## config.mk

```make
export PLATFORM = sky130hd
export DESIGN_NAME = ccd_readout_sequencer
export DESIGN_NICKNAME = d
export VERILOG_FILES = /design/src/rtl/ccd_readout_sequencer.sv
export SDC_FILE = /design/constraint.sdc
export NUM_CORES = 1
export LEC_CHECK = 0
export ABC_AREA = 1
export ABC_CLOCK_PERIOD_IN_PS = 4070
export BUFFER_PORTS_ARGS = -buffer_cell sky130_fd_sc_hd__buf_4
export CAP_MARGIN = 20
export CORE_AREA = 3 3 108 110
export DETAILED_ROUTE_END_ITERATION = 10
export DIE_AREA = 0 0 111 113
export PLACE_DENSITY = 0.56
export SYNTH_ARGS = -nofsm -noshare
export SYNTH_HDL_FRONTEND = slang
export SYNTH_SLANG_ARGS = --single-unit
```

## constraint.sdc

```tcl
create_clock -name clk -period 4.07 [get_ports clk]
set_input_delay 0.2035 -clock clk [delete_from_list [all_inputs] [get_ports clk]]
set_output_delay 0.2035 -clock clk [all_outputs]
set_load 0.005 [all_outputs]
```

## src/rtl/ccd_readout_sequencer.sv

```systemverilog
// Frame sequencer for the CCD clock drivers: integration, then per row one
// parallel transfer followed by an N_COLS-pixel horizontal shift with ADC strobes.
module ccd_readout_sequencer #(
  parameter int unsigned N_ROWS  = 4,
  parameter int unsigned N_COLS  = 8,
  parameter int unsigned HALF    = 4,
  parameter int unsigned P_WIDTH = 4,
  parameter int unsigned RST_W   = 2,
  localparam int unsigned RW = (N_ROWS > 1) ? $clog2(N_ROWS) : 1,
  localparam int unsigned CW = (N_COLS > 1) ? $clog2(N_COLS) : 1
) (
  input  logic          clk,
  input  logic          rst_n,
  input  logic          start,
  input  logic          abort,
  input  logic [15:0]   integ_cycles,
  output logic          busy,
  output logic          done,
  output logic          phi_p,
  output logic          phi_l1,
  output logic          phi_l2,
  output logic          phi_r,
  output logic          sample,
  output logic [RW-1:0] row_idx,
  output logic [CW-1:0] col_idx
);

  localparam int unsigned PW = $clog2(2 * HALF);

  typedef enum logic [2:0] {IDLE, INTEG, PXFER, HSHIFT, DONE} state_t;

  state_t        state_q, state_d;
  logic [15:0]   cnt_q, cnt_d;
  logic [15:0]   integ_len_q, integ_len_d;
  logic [PW-1:0] ph_q, ph_d;
  logic [RW-1:0] row_q, row_d;
  logic [CW-1:0] col_q, col_d;

  logic busy_d, done_d, phi_p_d, phi_l1_d, phi_l2_d, phi_r_d, sample_d;

  always_ff @(posedge clk or negedge rst_n) begin
    if (!rst_n) begin
      state_q     <= IDLE;
      cnt_q       <= '0;
      integ_len_q <= '0;
      ph_q        <= '0;
      row_q       <= '0;
      col_q       <= '0;
      busy        <= 1'b0;
      done        <= 1'b0;
      phi_p       <= 1'b0;
      phi_l1      <= 1'b0;
      phi_l2      <= 1'b1;
      phi_r       <= 1'b0;
      sample      <= 1'b0;
    end else begin
      state_q     <= state_d;
      cnt_q       <= cnt_d;
      integ_len_q <= integ_len_d;
      ph_q        <= ph_d;
      row_q       <= row_d;
      col_q       <= col_d;
      busy        <= busy_d;
      done        <= done_d;
      phi_p       <= phi_p_d;
      phi_l1      <= phi_l1_d;
      phi_l2      <= phi_l2_d;
      phi_r       <= phi_r_d;
      sample      <= sample_d;
    end
  end

  assign row_idx = row_q;
  assign col_idx = col_q;

  // Outputs are decoded from the next state/phase so they register on the same edge.
  always_comb begin
    state_d     = state_q;
    cnt_d       = cnt_q;
    integ_len_d = integ_len_q;
    ph_d        = ph_q;
    row_d       = row_q;
    col_d       = col_q;

    case (state_q)
      IDLE: begin
        if (start && !abort) begin
          integ_len_d = (integ_cycles == 16'd0) ? 16'd1 : integ_cycles;
          cnt_d       = '0;
          state_d     = INTEG;
        end
      end
      INTEG: begin
        if (cnt_q == integ_len_q - 16'd1) begin
          cnt_d   = '0;
          row_d   = '0;
          state_d = PXFER;
        end else begin
          cnt_d = cnt_q + 16'd1;
        end
      end
      PXFER: begin
        if (cnt_q == 16'(P_WIDTH - 1)) begin
          cnt_d   = '0;
          ph_d    = '0;
          col_d   = '0;
          state_d = HSHIFT;
        end else begin
          cnt_d = cnt_q + 16'd1;
        end
      end
      HSHIFT: begin
        if (ph_q == PW'(2 * HALF - 1)) begin
          ph_d = '0;
          if (col_q == CW'(N_COLS - 1)) begin
            col_d = '0;
            if (row_q == RW'(N_ROWS - 1)) begin
              state_d = DONE;
            end else begin
              row_d   = row_q + RW'(1);
              cnt_d   = '0;
              state_d = PXFER;
            end
          end else begin
            col_d = col_q + CW'(1);
          end
        end else begin
          ph_d = ph_q + PW'(1);
        end
      end
      DONE: begin
        cnt_d   = '0;
        row_d   = '0;
        col_d   = '0;
        state_d = IDLE;
      end
      default: state_d = IDLE;
    endcase

    if (abort && (state_q != IDLE)) begin
      state_d     = IDLE;
      cnt_d       = '0;
      integ_len_d = '0;
      ph_d        = '0;
      row_d       = '0;
      col_d       = '0;
    end

    busy_d   = (state_d == INTEG) || (state_d == PXFER) || (state_d == HSHIFT);
    done_d   = (state_d == DONE);
    phi_p_d  = (state_d == PXFER);
    phi_l1_d = 1'b0;
    phi_l2_d = 1'b1;
    phi_r_d  = 1'b0;
    sample_d = 1'b0;
    if (state_d == HSHIFT) begin
      phi_l2_d = (ph_d < PW'(HALF));
      phi_l1_d = !(ph_d < PW'(HALF));
      phi_r_d  = (ph_d < PW'(RST_W));
      sample_d = (ph_d == PW'(2 * HALF - 1));
    end
  end

endmodule

```

[Word-level counts from Yosys, hierarchy flattened]
Index checks and enable logic that the tools add are counted.
Word-level totals
  bits in writable memories: 0
  latch bits: 0
  flip-flop bits (word level): 50
  word-level logic and storage cells: 97
  memories kept: 0
  output and inout port bits: 12
  bits in read-only memories: 0
Cells by class
  shift operators: 0
  $add $sub $neg: 5
  magnitude comparators: 2
  reduce and logical (&&, ||, !) cells: 18
  multiply operators: 0
  div/mod/pow operators: 0
  bitwise gates (word level): 0
  mux-type cells: 39
  equal/unequal tests: 20
Operators with widths (number)
  $mux W16: 11
  $pmux W16 S5: 1
  $mux W3: 14
  $ne A3 B3 Y1 const B: 6
  $add A16 B1 Y16 const B: 1
  $eq A16 B16 Y1: 1
  $eq A16 B2 Y1 const B: 1
  $logic_not A16 Y1: 1
  $sub A16 B1 Y16 const B: 1
  $eq A3 B3 Y1 const B: 5
  $eq A3 B2 Y1 const B: 4
  $pmux W3 S4: 1
  $mux W2: 5
  $reduce_and A5 Y1: 2
  $pmux W3 S3: 1
  $reduce_bool A4 Y1: 2
  $add A3 B1 Y3 const B: 2
  $eq A3 B1 Y1 const B: 2
  $pmux W2 S3: 1
  $pmux W3 S2: 1
  $reduce_bool A6 Y1: 1
  $mux W1: 4
  $reduce_bool A2 Y1: 2
  $logic_not A3 Y1: 1
  other kinds (10): 13

[Longest topological paths before layout]
  depth after elaboration: 9
  depth in mapped cells: 17
  depth with buffers taken out: 16

[Worst setup path after synthesis]
No wires, ideal clock.
  kind: reg-to-reg
  start point: register integ_len_q[0]
  end point: register cnt_q[14]
  cell stages (with the launch flop): 15
  path slack: 2.137 ns
  data required time: 3.946 ns
  path buffers: 1
  period minus slack after synthesis: 1.933 ns
  arrival: 1.809 ns
  cells stage by stage: dfrtp_1 -> inv_1 -> ha_1 -> nand2_2 -> nor2_4 -> nand3_1 -> xor2_1 -> nand2_1 -> nor2_2 -> nand2_2 -> nand2_2 -> nand2_4 -> nand2_4 -> buf_12 -> o21ai_2
Between the ends
  longest elaborated chain between the ends: 5
Ends and longest elaborated chain
  start: declaration: RTL line 34  | logic [15:0] integ_len_q, integ_len_d;
  start signal: assignment: RTL line 59  | integ_len_q <= integ_len_d;
  $sub A16 B1 Y16: RTL line 94  | if (cnt_q == integ_len_q - 16'd1) begin
  $eq A16 B16 Y1: RTL line 94
  $mux W16: RTL line 94
  $pmux W16 S5: RTL line 85  | case (state_q)
  $mux W16: RTL line 140  | if (abort && (state_q != IDLE)) begin
  end signal: assignment: RTL line 58  | cnt_q <= cnt_d;
  end: declaration: RTL line 33  | logic [15:0] cnt_q, cnt_d;
Every way passes these cells.
A chain may end at the register's enable or synchronous reset.

[Final worst setup path]
  start point: register integ_len_q[0]
  end point: register cnt_q[9]
The elaborated chain is that of the path after synthesis.

==> impl_metrics.env <==
export IMPL_nNetsFinal=500
export IMPL_drc=0
export IMPL_num_vias=2873
export IMPL_regToRegSetupSlack_ns=1.81
export IMPL_synth_area_leaders="dfrtp_1, nand2_1, inv_1, nand3_1, nor2_1"
export IMPL_clockRootBuffer="clkbuf_8"
export IMPL_final_common_cell="nand2_1"
export IMPL_ys_ff_latch=50
export IMPL_fin_crit_ns=2.26
export IMPL_grt_max_degree=51
export IMPL_place_inst=605
export IMPL_dp_worst_setup_slack_ns=1.78
export IMPL_n_antenna_cell=0
export IMPL_wl_per_cell_um=12.7
export IMPL_clk_path_buf_depth=2
export IMPL_finalHoldWorstSlack_ns=0.116
export IMPL_slew_headroom_pct=57.8
export IMPL_drv_slew=0
export IMPL_cts_sinks=50
export IMPL_worst_pin_slew_ns=0.633
export IMPL_yosys_area_top_type="dfrtp_1"
export IMPL_worst_slack_ns=1.81
export IMPL_cts_setup_buffers=0
export IMPL_via_per_inst=4.68
export IMPL_routed_wirelength_mm=7.80
export IMPL_grt_overflow=0
export IMPL_clk_latency_ns=0.30
export IMPL_fillers=1139
export IMPL_grt_use_total_pct=13.0
export IMPL_cp_max_fo=14
export IMPL_grt_pass1_vias=2777
export IMPL_hold_start="integ_cycles[13]"
export IMPL_critPathRequiredTime_ns=4.25
export IMPL_rsz0062_at_grt="false"
export IMPL_holdCritPathClass="in -> reg"
export IMPL_holdBufCountCts=1
export IMPL_hold_path_end="integ_len_q[13]$_DFFE_PN0P_"
export IMPL_grt_pass1_wl_mm=13.6
export IMPL_drtAntennaViolNets=0
export IMPL_worstReg2RegEnd="cnt_q[9]$_DFFE_PN0P_"
export IMPL_antenna_found_initial=0
export IMPL_hold_viol=0
export IMPL_ioPinCount=32
export IMPL_syn_num_nets=469
export IMPL_r2r_start="integ_len_q[0]$_DFFE_PN0P_"
export IMPL_cts_resized=0
export IMPL_leakagePower_nw=1.84
export IMPL_drive_gt1_share_pct=16.7
export IMPL_post_synth_top_area_fraction_pct=38.1
export IMPL_fp_row_count=38
export IMPL_drtPass1Iterations=4
export IMPL_outcome="finished clean"
export IMPL_syn_area_um2=3220
export IMPL_cts_max_level=2
export IMPL_power_density_nw_per_um2=505
export IMPL_synth_cell_types=35
export IMPL_critical_path_endpoint_type="flip-flop"
export IMPL_core_area_um2=10800
export IMPL_fin_worst_skew_ns=0.00583
export IMPL_criticalPathCategory="reg -> reg"
export IMPL_r2r_cells=13
export IMPL_port_buffers=31
export IMPL_ir_worst_vdd_mv=0.212
export IMPL_setup_viol=0
export IMPL_die_y_um=113
export IMPL_path_clk_slew_ns=0.09
export IMPL_final_util_pct=34.2
export IMPL_die_width_um=111
export IMPL_synth_warnings=0
export IMPL_gp_congestion=0.897
export IMPL_stdcell_count=614
export IMPL_setup_tns_ns=0
export IMPL_holdPathStages=3
export IMPL_ys_seq_area_share_pct=38.9
export IMPL_die_area_um2=12500
export IMPL_cts_buffers=5
export IMPL_synth_avg_cell_area_um2=7.28
export IMPL_hpwl_mm=6.34
export IMPL_critPathArrivalTime_ns=2.44
export IMPL_fmax_mhz=443
export IMPL_finalCritPeriodShare_pct=55.5
export IMPL_final_cell_mix="nand2_1, dfrtp_1, inv_1"
export IMPL_start_util_pct=29.8
export IMPL_syn_inst=442
export IMPL_drv_cap=0
export IMPL_area_delta_synth_final_pct=14.8
export IMPL_cts_tree="built"
export IMPL_start_kind="flip-flop"
export IMPL_drtIter0Drc=176
## how the worst max path moves through the flow
| stage | start | to | slack [ns] | cells past startpoint |
|---|---|---|---|---|
| global placement | integ_len_q[0]$_DFFE_PN0P_ | cnt_q[10]$_DFFE_PN0P_ | 1.78 | 16 |
| finish | integ_len_q[0]$_DFFE_PN0P_ | cnt_q[9]$_DFFE_PN0P_ | 1.81 | 13 |
| CTS | integ_len_q[0]$_DFFE_PN0P_ | cnt_q[9]$_DFFE_PN0P_ | 1.75 | 13 |
| detailed placement | integ_len_q[0]$_DFFE_PN0P_ | cnt_q[9]$_DFFE_PN0P_ | 1.78 | 13 |
| global route | integ_len_q[0]$_DFFE_PN0P_ | cnt_q[9]$_DFFE_PN0P_ | 1.46 | 15 |
| floorplan | integ_len_q[0]$_DFFE_PN0P_ | cnt_q[14]$_DFFE_PN0P_ | 2.14 | 14 |
## through the flow
stage	total power, mW	instance area, um^2
6_report	1.86	3690
5_1_grt	2.05	3690
4_1_cts	1.89	3690
3_5_place_dp	1.54	3570
3_3_place_gp	1.53	3570
2_1_floorplan	1.33	3220
## critical path, cell delays in order, from the launching register on
cell and delay (ns):
dfrtp_1 0.42, inv_1 0.16, ha_1 0.26, nand2_2 0.13
nor2_4 0.16, nand3_1 0.11, xor2_1 0.15, nand2_1 0.08
nor2_2 0.14, nand2_2 0.08, nand2_2 0.10, nand2_4 0.07
nand2_4 0.18, o21ai_0 0.11
## logic make-up after synthesis
group,after synthesis,share of synthesized area [%]
XOR/XNOR,21,5.72
AO/OA/AOI/OAI,51,9.64
adder cells (fa/ha/maj),7,2.72
buffers and inverters,61,7.81
flip-flops,50,38.9
AND/OR/NAND/NOR,252,35.2
## where the power goes
part / leakage (nW) / switching [mW] / internal [mW]
Combinational: 1.11 / 0.563 / 0.281
Sequential: 0.677 / 0.104 / 0.572
Clock: 0.0514 / 0.161 / 0.183
Total: 1.84 / 0.828 / 1.04
## flip-flops by register name, summed over array words and instances, names as in the netlist
name / cells
busy: 1
phi_r: 1
integ_len_q: 16
ph_q: 3
state_q: 3
phi_l1: 1
sample: 1
cnt_q: 16
done: 1
row_idx: 2
col_idx: 3
phi_l2: 1
phi_p: 1
## metal layers
layer	routed length [um]	GRT usage [%]
met1	3700	17.4
met4	161	4.27
met3	282	2.35
met2	3660	21.3
met5	0	0
## cell type report
class                      instances  area, um^2  area share [%]
multi-input combinational        331        1710            46.4
sequential                        50        1250            33.9
timing repair buffer              32         243            6.57
inverter                          53         199            5.39
tap                              140         175            4.74
clock buffer                       6        72.6            1.96
clock inverter                     2        37.5            1.02
## synthesized netlist by cell type
cell      count
inv_1        47
nand2_4       2
a21oi_1       6
dfrtp_1      49
nor4_1        8
clkbuf_1      2
o21ai_0      25
or2_2         1
xnor2_1       6
nand4_1       4
a41oi_1       1
buf_2         4
inv_2         5
ha_1          7
buf_12        1
nand2_1     134
a22oi_1       1
xor2_1       15
dfstp_2       1
nor3_1        1
nor2_4        2
nor3_2        5
nand3_1      35
o32ai_1       1
nand2_2       5
o21ai_1       5
o221ai_1      1
or2_1         1
nor2_2        8
nand3b_1      1
clkinv_1      1
nand4_2       1
nor2_1       44
clkbuf_2      1
o21ai_2      11
No activity file was read; power rests on OpenSTA's default activity.
